### src/rtl/apb_master.sv
// rtl/apb_master.sv - APB master FSM (IDLE/SETUP/ACCESS) with async active-high reset.
// Optional ACCESS wait-state timeout is enabled by defining APB_MASTER_TIMEOUT_EN.
module apb_master #(
  parameter int ASIZE   = 32,
  parameter int DSIZE   = 32,
  parameter int TIMEOUT = 16
) (
  input  logic             Pclk,
  input  logic             Presetn,
  input  logic [ASIZE-2:0] addr_temp,
  input  logic [DSIZE-1:0] data_temp,
  input  logic             write_enable,
  input  logic             transfer,
  input  logic             Pready,
  input  logic [DSIZE-1:0] Prdata,
  output logic             Psel,
  output logic             Penable,
  output logic             Pwrite,
  output logic [ASIZE-2:0] Paddr,
  output logic [DSIZE-1:0] Pdata,
  output logic [DSIZE-1:0] rdata_temp,
  output logic             Ptimeout
);

  typedef enum logic [1:0] {
    IDLE   = 2'd0,
    SETUP  = 2'd1,
    ACCESS = 2'd2
  } state_t;

  state_t state;
  logic   timeout_hit;

  assign Psel    = (state != IDLE);
  assign Penable = (state == ACCESS);

`ifdef APB_MASTER_TIMEOUT_EN
  localparam int CW = $clog2(TIMEOUT + 1);

  logic [CW-1:0] wait_cnt;
  logic          timeout_q;

  // wait_cnt holds the number of wait cycles already seen in this ACCESS phase
  assign timeout_hit = (state == ACCESS) && !Pready && (wait_cnt == CW'(TIMEOUT - 1));
  assign Ptimeout    = timeout_q;
`else
  // TIMEOUT has no effect in this build; the comparison is constant false
  assign timeout_hit = (TIMEOUT < 0);
  assign Ptimeout    = 1'b0;
`endif

  always_ff @(posedge Pclk or posedge Presetn) begin
    if (Presetn) begin
      state      <= IDLE;
      Pwrite     <= 1'b0;
      Paddr      <= '0;
      Pdata      <= '0;
      rdata_temp <= '0;
`ifdef APB_MASTER_TIMEOUT_EN
      wait_cnt   <= '0;
      timeout_q  <= 1'b0;
`endif
    end else begin
`ifdef APB_MASTER_TIMEOUT_EN
      timeout_q <= timeout_hit;
      if ((state == ACCESS) && !Pready && !timeout_hit)
        wait_cnt <= wait_cnt + 1'b1;
      else
        wait_cnt <= '0;
`endif
      case (state)
        IDLE: begin
          if (transfer) begin
            state  <= SETUP;
            Paddr  <= addr_temp;
            Pdata  <= data_temp;
            Pwrite <= write_enable;
          end
        end
        SETUP: begin
          state <= ACCESS;
        end
        ACCESS: begin
          if (Pready) begin
            if (!Pwrite)
              rdata_temp <= Prdata;
            if (transfer) begin
              state  <= SETUP;
              Paddr  <= addr_temp;
              Pdata  <= data_temp;
              Pwrite <= write_enable;
            end else begin
              state <= IDLE;
            end
          end else if (timeout_hit) begin
            state <= IDLE;
          end
        end
        default: state <= IDLE;
      endcase
    end
  end

endmodule

### config.mk
export PLATFORM = sky130hd
export DESIGN_NAME = apb_master
export DESIGN_NICKNAME = d
export VERILOG_FILES = /design/src/rtl/apb_master.sv
export SDC_FILE = /design/constraint.sdc
export NUM_CORES = 1
export LEC_CHECK = 0
export CAP_MARGIN = 20
export CORE_MARGIN = 1
export CORE_UTILIZATION = 40
export CTS_CLUSTER_DIAMETER = 40
export CTS_CLUSTER_SIZE = 20
export DETAILED_ROUTE_END_ITERATION = 6
export PLACE_DENSITY_LB_ADDON = 0.05
export SETUP_SLACK_MARGIN = 0.05
export SKIP_CTS_REPAIR_TIMING = 1
export SYNTH_ARGS = -nofsm -noshare
export SYNTH_HDL_FRONTEND = slang
export SYNTH_SLANG_ARGS = --single-unit
### constraint.sdc
create_clock -name Pclk -period 3.5 [get_ports Pclk]
set_clock_uncertainty 0.2 [all_clocks]
set_input_delay 0.35 -clock Pclk [delete_from_list [all_inputs] [get_ports Pclk]]
set_output_delay 0.35 -clock Pclk [all_outputs]
set_load 0.1 [all_outputs]
==> tab_implementation.tex, run 1 <==
\begin{tabular}{lr}
\hline
Metric & Value \\
\hline
\multicolumn{2}{l}{\textbf{Synth}} \\
Cell type contributing the most total cell area after synthesis & dfrtp\_1 \\
Cell types occupying the most area after synthesis & dfrtp\_1, mux2\_1, mux2\_4 \\
Post-synthesis instance total & 215 \\
Unique masters post-synth & 13 \\
Warnings from Yosys & 0 \\
Number of nets produced by synthesis & 315 \\
Syn Area/Cell & 17.8 um\^{}2 \\
FF+latch count, synth & 98 \\
Share of the synthesized area in the top cell type & 63.9\% \\
Fraction of the yosys area taken by sequential cells & 63.9\% \\
Cell area after technology mapping & 3830 um\^{}2 \\
\multicolumn{2}{l}{\textbf{Layout}} \\
Finished Layout Cells & 550 \\
Commonest cells after routing, fill and taps aside & clkdlybuf4s50\_1, dfrtp\_1, mux2\_1 \\
Number of inserted filler cells in the final layout & 706 \\
Leading cell type in the layout, fill and taps excluded & clkdlybuf4s50\_1 \\
Area growth syn-to-layout & 59.6\% \\
Number of antenna repair diodes & 0 \\
Nets & 516 \\
Share of layout cells above drive strength 1 & 17.8\% \\
\multicolumn{2}{l}{\textbf{Worst setup path}} \\
Internal reg-to-reg setup slack & 1.25 ns \\
Setup CP Type & flop to primary output \\
Top fanout value on the critical path & 4 \\
Family with the most delay on the worst path & buffers and inverters \\
Data required time of the worst path & 2.95 ns \\
Setup crit start kind & flop \\
Start point of the critical path & state[0] \\
Reg2Reg Depth & 4 \\
Critical R2R Launch & state[0] \\
CP endpoint kind & primary output \\
WP buf/inv & 1 \\
CP peak stage delay & 0.99 ns \\
CP cell instances & or2\_2 -> clkdlybuf4s50\_1 \\
Data arrival time of the critical path & 2.11 ns \\
Reg2reg end & rdata\_temp[2] \\
Cell with the largest stage delay on the worst path & clkdlybuf4s50\_1 \\
\multicolumn{2}{l}{\textbf{Placement}} \\
Count of input and output buffers & 197 \\
RePlAce Congestion & 0.711 \\
Pre-CTS setup slack & 0.998 ns \\
Placed cell count & 534 \\
Post-DP HPWL & 6540 um \\
\multicolumn{2}{l}{\textbf{GRT}} \\
Antenna violations before repair & 0 \\
Global-route wire length before repair & 13,600 um \\
Pin count of the biggest net entering global routing & 53 \\
All-layer global routing usage & 18.0\% \\
GRT overflow & 0 \\
Number of global-route vias before repair & 2,709 \\
\multicolumn{2}{l}{\textbf{Drt}} \\
Wl on met1 & 3650 um \\
Pre-Repair DR Iteration Count & 3 \\
Vias per cell & 4.54 \\
Initial drt markers & 80 \\
Antenna violation net count after detailed routing & 0 \\
Total length of routed met3 wires & 823 um \\
Post-detailed-route DRC marker count & 0 \\
Routed met2 length & 4190 um \\
Final routed wirelength across all metal layers & 8870 um \\
Vias post-DR & 2,499 \\
Routed length per placed instance & 16.1 um \\
Highest routed layer & met4 \\
\multicolumn{2}{l}{\textbf{Hold path}} \\
Tightest Hold Check Type & primary input to asynchronous set/reset pin \\
\multicolumn{2}{l}{\textbf{Timing}} \\
Period minus WS final & 2.66 ns \\
Setup slack after layout & 0.841 ns \\
Final slew viol count & 0 \\
Final number of setup-violating endpoints & 0 \\
Maximum frequency from static timing analysis & 376 MHz \\
Aggregate negative setup slack & 0 ns \\
Transition time at the pin with the least slew margin & 1.02 ns \\
Final Hold Violating Endpoints & 0 \\
Share of the clock period used by the worst path & 76.0\% \\
Setup repair after global routing missed its margin & false \\
Max-slew headroom & 31.7\% \\
\multicolumn{2}{l}{\textbf{Die}} \\
I/O pin count & 199 \\
Die extent in y & 99.9 um \\
Count of standard-cell rows & 35 \\
Width of the die & 99.9 um \\
Total Die Area & 9980 um\^{}2 \\
Standard cell core area & 9280 um\^{}2 \\
Effective utilization at floorplan & 41.3\% \\
\multicolumn{2}{l}{\textbf{Clock tree}} \\
Clock slew seen by the registers of the worst setup and hold paths & 0.10 ns \\
Cell at the root of the clock tree & clkbuf\_8 \\
Clk buf depth & 2 \\
Clock sink count & 98 \\
Depth of the CTS H-tree & 3 \\
TritonCTS clock tree & built \\
Latest clock arrival within the worst-skew pair & 0.36 ns \\
Number of buffers created by CTS & 9 \\
\multicolumn{2}{l}{\textbf{Status}} \\
Outcome & finished, final reports clean \\
\multicolumn{2}{l}{\textbf{Run}} \\
Number of max-cap violations & 0 \\
\hline
\end{tabular}
## layer usage
layer,vias up,GRT usage (%)
met2,113,28.4
met4,0,7.69
met5,-,0
met1,1224,22.4
met3,15,6.69
li1,1147,-
## worst reg2reg max path, stage by stage (launching register included)
cell     delay [ns]
dfrtp_1        0.45
nor2b_2        0.16
and3b_2        0.59
buf_4          0.40
mux2_4         0.33
## cells by family after synthesis
group	count (synthesis)	synth area share, %
mux	97	31.4
other cells	1	0.0978
simple gates	5	1.17
flops	98	63.9
buf+inv	14	3.36
## worst max-delay path by stage
stage,slack (ns),depth (start not counted),endpoint
3_3_place_gp,1.00,4,rdata_temp[11]
2_1_floorplan,0.39,1,Paddr[0]
5_1_grt,0.77,2,Psel
6_report,0.84,2,Psel
3_5_place_dp,1.0,4,rdata_temp[23]
4_1_cts,0.81,2,Psel
## synthesized netlist by cell type, drive strengths merged
cell type	instances
inv	2
mux2	97
dfrtp	98
buf	12
or2	1
nor3b	1
conb	1
nor2b	2
and3b	1
## stage by stage
| stage | util, % | area [um^2] | hold WS, ns |
|---|---|---|---|
| after floorplan | - | 3830 | 0.285 |
| after global placement | 63.7 | 5920 | 0.266 |
| after detailed placement | 63.7 | 5920 | 0.274 |
| after CTS | 65.9 | 6120 | 0.222 |
| after global routing | 65.9 | 6120 | 0.252 |
| final | 65.9 | 6120 | 0.214 |
## registers in the layout, indices dropped and copies added (netlist names)
signal and cells:
Pwrite 1, state 2, Paddr 31, rdata_temp 32, Pdata 32
## area by class of cell
| class | instances | area, um^2 | share of cell area, % |
|---|---|---|---|
| sequential | 98 | 2450 | 40.1 |
| clock buffer | 11 | 141 | 2.31 |
| multi-input combinational | 103 | 1260 | 20.6 |
| clock inverter | 5 | 62.6 | 1.02 |
| tap | 129 | 161 | 2.64 |
| timing repair buffer | 202 | 2030 | 33.2 |
| inverter | 2 | 10.0 | 0.164 |
Power of run 1 is not shown: default switching activity piles up to over one toggle a cycle in this logic, so the estimate is an artifact.
==> run 2, diff against run 1 <==
Settings changed: CORE_UTILIZATION 40 to 36.
Clock period 3.5 ns to 2.35 ns, I/O delays scaled along.
==> run 2 against run 1 <==
Net effect: non-clock buffer count did not move; register-to-register slack got worse by 0.77 ns; largest cell class unchanged; worst hold slack got worse by 0.11 ns.
==> tab_implementation.tex, run 2 (synthesis gave the netlist of run 1 again) <==
\begin{tabular}{lr}
\hline
Metric & Value \\
\hline
\multicolumn{2}{l}{\textbf{Layout}} \\
Nets & 516 (unchanged) \\
Number of antenna repair diodes & 0 (unchanged) \\
Finished Layout Cells & 557 (was 550) \\
Leading cell type in the layout, fill and taps excluded & buf\_4 (was clkdlybuf4s50\_1) \\
Number of inserted filler cells in the final layout & 834 (was 706) \\
Area growth syn-to-layout & 54.1\% (was 59.6\%) \\
Top Registers & Pdata: 32 flops, rdata\_temp: 32 flops, Paddr: 31 flops (unchanged) \\
Area of all placed cells without fillers & 5910 um\^{}2 (was 6120 um\^{}2) \\
Commonest cells after routing, fill and taps aside & buf\_4, clkdlybuf4s50\_1, dfrtp\_1 (was clkdlybuf4s50\_1, dfrtp\_1, mux2\_1) \\
Share of the core filled with cells in the final layout & 57.2\% (was 65.9\%) \\
Share of layout cells above drive strength 1 & 40.9\% (was 17.8\%) \\
\multicolumn{2}{l}{\textbf{Die}} \\
Total Die Area & 11,100 um\^{}2 (was 9980 um\^{}2) \\
Count of standard-cell rows & 37 (was 35) \\
I/O pin count & 199 (unchanged) \\
Width of the die & 105 um (was 99.9 um) \\
Die extent in y & 105 um (was 99.9 um) \\
Effective utilization at floorplan & 37.1\% (was 41.3\%) \\
Standard cell core area & 10,300 um\^{}2 (was 9280 um\^{}2) \\
\multicolumn{2}{l}{\textbf{Worst setup path}} \\
Setup crit start kind & flop (unchanged) \\
Top fanout value on the critical path & 65 (was 4) \\
Setup CP Type & flop to flop (was flop to primary output) \\
Data arrival time of the critical path & 1.91 ns (was 2.11 ns) \\
Reg2Reg Depth & 4 (unchanged) \\
Data required time of the worst path & 2.38 ns (was 2.95 ns) \\
Internal reg-to-reg setup slack & 0.48 ns (was 1.25 ns) \\
Reg2reg end & Paddr[16] (was rdata\_temp[2]) \\
CP endpoint kind & flop (was primary output) \\
Critical R2R Launch & state[1] (was state[0]) \\
\multicolumn{2}{l}{\textbf{Drt}} \\
Post-detailed-route DRC marker count & 0 (unchanged) \\
Initial drt markers & 65 (was 80) \\
Vias per cell & 4.45 (was 4.54) \\
Final routed wirelength across all metal layers & 8550 um (was 8870 um) \\
Vias post-DR & 2,481 (was 2,499) \\
Routed length per placed instance & 15.3 um (was 16.1 um) \\
Pre-Repair DR Iteration Count & 4 (was 3) \\
Antenna violation net count after detailed routing & 0 (unchanged) \\
\multicolumn{2}{l}{\textbf{Clock tree}} \\
TritonCTS clock tree & built (unchanged) \\
Clock slew seen by the registers of the worst setup and hold paths & 0.09 ns (was 0.10 ns) \\
Depth of the CTS H-tree & 3 (unchanged) \\
Latest clock arrival within the worst-skew pair & 0.35 ns (was 0.36 ns) \\
Clk buf depth & 2 (unchanged) \\
Clock sink count & 98 (unchanged) \\
Number of buffers created by CTS & 9 (unchanged) \\
Cell at the root of the clock tree & clkbuf\_8 (unchanged) \\
\multicolumn{2}{l}{\textbf{Timing}} \\
Period minus WS final & 1.87 ns \\
Setup repair after global routing missed its margin & false (unchanged) \\
Share of the clock period used by the worst path & 79.8\% \\
Maximum frequency from static timing analysis & 534 MHz \\
Final number of setup-violating endpoints & 0 (unchanged) \\
Max-slew headroom & 64.7\% (was 31.7\%) \\
Final slew viol count & 0 (unchanged) \\
Transition time at the pin with the least slew margin & 0.530 ns (was 1.02 ns) \\
Final Hold Violating Endpoints & 0 (unchanged) \\
Aggregate negative setup slack & 0 ns (unchanged) \\
\multicolumn{2}{l}{\textbf{GRT}} \\
Antenna violations before repair & 0 (unchanged) \\
All-layer global routing usage & 16.3\% (was 18.0\%) \\
GRT overflow & 0 (unchanged) \\
Global-route wire length before repair & 13,800 um (was 13,600 um) \\
Pin count of the biggest net entering global routing & 66 (was 53) \\
Number of global-route vias before repair & 2,644 (was 2,709) \\
\multicolumn{2}{l}{\textbf{Placement}} \\
Post-placement cell area & 5690 um\^{}2 (was 5920 um\^{}2) \\
RePlAce Congestion & 0.730 (was 0.711) \\
Count of input and output buffers & 197 (unchanged) \\
Post-DP HPWL & 6190 um (was 6540 um) \\
Placed cell count & 541 (was 534) \\
\multicolumn{2}{l}{\textbf{Status}} \\
Outcome & finished, final reports clean (unchanged) \\
\multicolumn{2}{l}{\textbf{Run}} \\
Number of max-cap violations & 0 (unchanged) \\
\multicolumn{2}{l}{\textbf{Hold path}} \\
Tightest Hold Check Type & primary input to asynchronous set/reset pin (unchanged) \\
\hline
\end{tabular}
==> run 2: final cells by class <==
class | count | area (um^2) | area share, %
Clock buffer | 11 | 141 | 2.39
Timing Repair Buffer | 202 | 1790 | 30.3
Clock inverter | 5 | 77.6 | 1.31
Inverter | 2 | 11.3 | 0.191
Tap cell | 136 | 170 | 2.88
Sequential cell | 98 | 2450 | 41.5
Multi-Input combinational cell | 103 | 1270 | 21.4
==> run 2: worst max path at each step <==
stage,startpoint,end,slack [ns]
6_report,state[1],Paddr[16],0.48
3_5_place_dp,Pready,Paddr[16],0.24
2_1_floorplan,state[0],rdata_temp[0],0.25
5_1_grt,state[1],Pdata[15],0.38
4_1_cts,state[1],Paddr[16],0.45
3_3_place_gp,Pready,Pdata[15],0.27
==> run 2: layer usage <==
layer  GRT usage [%]  up-vias  wire length (um)
li1                -     1147                 -
met1            21.2     1211              3750
met2            25.0      114              3970
met3            5.13        9               709
met4            7.24        0               115
met5               0        -                 0
==> run 2: worst max-delay path, cell delays in order (launching register included) <==
cell and delay (ns):
dfrtp_1 0.41, nor2b_2 0.18, nor3b_4 0.21, buf_12 0.33
mux2_1 0.38
==> run 2: metrics by stage <==
step / worst slack, ns / hold slack [ns]
final: 0.476 / 0.105
after CTS: 0.448 / 0.109
after global placement: 0.272 / 0.269
after global routing: 0.376 / 0.129
after floorplan: 0.250 / 0.170
after detailed placement: 0.245 / 0.276
Power of run 2 is left out for the same reason.
==> run 3, diff against run 2 <==
Settings changed: CORE_UTILIZATION 36 to 40.
Clock period 2.35 ns to 1.9 ns, I/O delays scaled along.
==> run 3 against run 2 <==
Net effect: global-route usage rose by 1.2 points; register-to-register slack got worse by 0.39 ns; count of clock-buffer cells in the layout did not move; final cell count fell by 0.36%; highest routed layer unchanged; critical endpoint is now Pdata[29]; flip-flop and latch count did not move.
==> tab_implementation.tex, run 3 (synthesis gave the netlist of run 1 again) <==
\begin{tabular}{lr}
\hline
Metric & Value \\
\hline
\multicolumn{2}{l}{\textbf{Worst setup path}} \\
WP buf/inv & 2 (was 1) \\
CP endpoint kind & flop (unchanged) \\
Reg2Reg Depth & 5 (was 4) \\
Cell with the largest stage delay on the worst path & dfrtp\_1 (unchanged) \\
Critical R2R Launch & state[1] (unchanged) \\
Data required time of the worst path & 1.94 ns (was 2.38 ns) \\
Internal reg-to-reg setup slack & 0.08 ns (was 0.48 ns) \\
CP peak stage delay & 0.41 ns (about the same) \\
Reg2reg end & Pdata[29] (was Paddr[16]) \\
CP cell instances & nor2b\_2 -> nor3b\_4 -> buf\_12 -> clkbuf\_16 -> mux2\_2 (was nor2b\_2 -> nor3b\_4 -> buf\_12 -> mux2\_1) \\
Data arrival time of the critical path & 1.86 ns (was 1.91 ns) \\
Setup CP Type & flop to flop (unchanged) \\
Family with the most delay on the worst path & simple AND/OR/NAND/NOR gates (was flip-flops) \\
Setup crit start kind & flop (unchanged) \\
Top fanout value on the critical path & 21 (was 65) \\
\multicolumn{2}{l}{\textbf{Clock tree}} \\
Clk buf depth & 2 (unchanged) \\
Number of buffers created by CTS & 9 (unchanged) \\
Latest clock arrival within the worst-skew pair & 0.34 ns (was 0.35 ns) \\
Cell at the root of the clock tree & clkbuf\_8 (unchanged) \\
Clock slew seen by the registers of the worst setup and hold paths & 0.09 ns (about the same) \\
Clock sink count & 98 (unchanged) \\
TritonCTS clock tree & built (unchanged) \\
Depth of the CTS H-tree & 3 (unchanged) \\
\multicolumn{2}{l}{\textbf{Timing}} \\
Final number of setup-violating endpoints & 0 (unchanged) \\
Setup repair after global routing missed its margin & true (was false) \\
Final Hold Violating Endpoints & 0 (unchanged) \\
Worst hold slack across all endpoints & 0.0801 ns (was 0.105 ns) \\
Period minus WS final & 1.82 ns (was 1.87 ns) \\
Maximum frequency from static timing analysis & 550 MHz (was 534 MHz) \\
Final slew viol count & 0 (unchanged) \\
Share of the clock period used by the worst path & 95.6\% (was 79.8\%) \\
\multicolumn{2}{l}{\textbf{Layout}} \\
Number of antenna repair diodes & 0 (unchanged) \\
Commonest cells after routing, fill and taps aside & clkdlybuf4s50\_1, dfrtp\_1, buf\_4 (was buf\_4, clkdlybuf4s50\_1, dfrtp\_1) \\
Nets & 521 (was 516) \\
Share of layout cells above drive strength 1 & 41.5\% (was 40.9\%) \\
Area growth syn-to-layout & 56.9\% (was 54.1\%) \\
Area of all sequential standard cells & 2450 um\^{}2 (unchanged) \\
Multi-input gate area & 1270 um\^{}2 (unchanged) \\
Leading cell type in the layout, fill and taps excluded & clkdlybuf4s50\_1 (was buf\_4) \\
Top Registers & Pdata: 32 flops, rdata\_temp: 32 flops, Paddr: 31 flops (unchanged) \\
Share of the core filled with cells in the final layout & 64.8\% (was 57.2\%) \\
Number of inserted filler cells in the final layout & 730 (was 834) \\
\multicolumn{2}{l}{\textbf{GRT}} \\
Global-route wire length before repair & 13,300 um (was 13,800 um) \\
Number of global-route vias before repair & 2,579 (was 2,644) \\
Antenna violations before repair & 0 (unchanged) \\
All-layer global routing usage & 17.5\% (was 16.3\%) \\
Pin count of the biggest net entering global routing & 64 (was 66) \\
GRT overflow & 0 (unchanged) \\
\multicolumn{2}{l}{\textbf{Die}} \\
Standard cell core area & 9280 um\^{}2 (was 10,300 um\^{}2) \\
I/O pin count & 199 (unchanged) \\
Die extent in y & 99.9 um (was 105 um) \\
Total Die Area & 9980 um\^{}2 (was 11,100 um\^{}2) \\
Count of standard-cell rows & 35 (was 37) \\
Width of the die & 99.9 um (was 105 um) \\
Effective utilization at floorplan & 41.3\% (was 37.1\%) \\
\multicolumn{2}{l}{\textbf{Placement}} \\
Post-DP HPWL & 6390 um (was 6190 um) \\
RePlAce Congestion & 0.663 (was 0.730) \\
Count of input and output buffers & 197 (unchanged) \\
\multicolumn{2}{l}{\textbf{Drt}} \\
Pre-Repair DR Iteration Count & 4 (unchanged) \\
Antenna violation net count after detailed routing & 0 (unchanged) \\
Final routed wirelength across all metal layers & 8770 um (was 8550 um) \\
Vias post-DR & 2,562 (was 2,481) \\
Vias per cell & 4.62 (was 4.45) \\
Routed length per placed instance & 15.8 um (was 15.3 um) \\
Post-detailed-route DRC marker count & 0 (unchanged) \\
Initial drt markers & 43 (was 65) \\
\multicolumn{2}{l}{\textbf{Status}} \\
Outcome & finished, final reports clean (unchanged) \\
\multicolumn{2}{l}{\textbf{Hold path}} \\
Tightest Hold Check Type & primary input to asynchronous set/reset pin (unchanged) \\
\multicolumn{2}{l}{\textbf{Run}} \\
Number of max-cap violations & 0 (unchanged) \\
\hline
\end{tabular}
## run 3: worst max-delay path by stage
stage              from  cells past startpoint  slack, ns             to
2_1_floorplan  state[0]                      5      -0.19  rdata_temp[0]
3_3_place_gp     Pready                      5      -0.06      Pdata[27]
3_5_place_dp     Pready                      5       -0.1      Paddr[11]
4_1_cts        state[1]                      4       0.06      Paddr[11]
5_1_grt        state[1]                      5       0.03      Paddr[11]
6_report       state[1]                      5       0.08      Pdata[29]
## run 3: cell type report
cell class	count	area share [%]
flip-flops and latches	98	40.8
repair buffers	207	32.4
multi-input cells	103	21.0
well taps	129	2.68
clock buffers	11	2.35
clock inverters	5	0.624
inverters	2	0.187
## run 3: per-stage QoR
stage,instances,setup WS (ns),instance area [um^2],setup TNS (ns)
after floorplan,215,-0.186,3850,-5.66
after global placement,536,-0.0588,5770,-2.75
after detailed placement,536,-0.0991,5770,-4.77
after CTS,552,0.0613,5950,0
after global routing,555,0.0326,6020,0
final,555,0.0827,6020,0
## run 3: worst reg2reg max path, cell delays in order (launching register included)
cell and delay (ns):
dfrtp_1 0.41, nor2b_2 0.18, nor3b_4 0.23, buf_12 0.16
clkbuf_16 0.20, mux2_2 0.34
## run 3: per-layer routing
metal	global-route usage [%]	part of all wire [%]	up-vias
li1	-	-	1164
met1	22.3	41	1276
met2	27.3	48	109
met3	5.71	9.0	13
met4	7.81	1.9	0
met5	0	0	-
Power of run 3 is left out for the same reason.
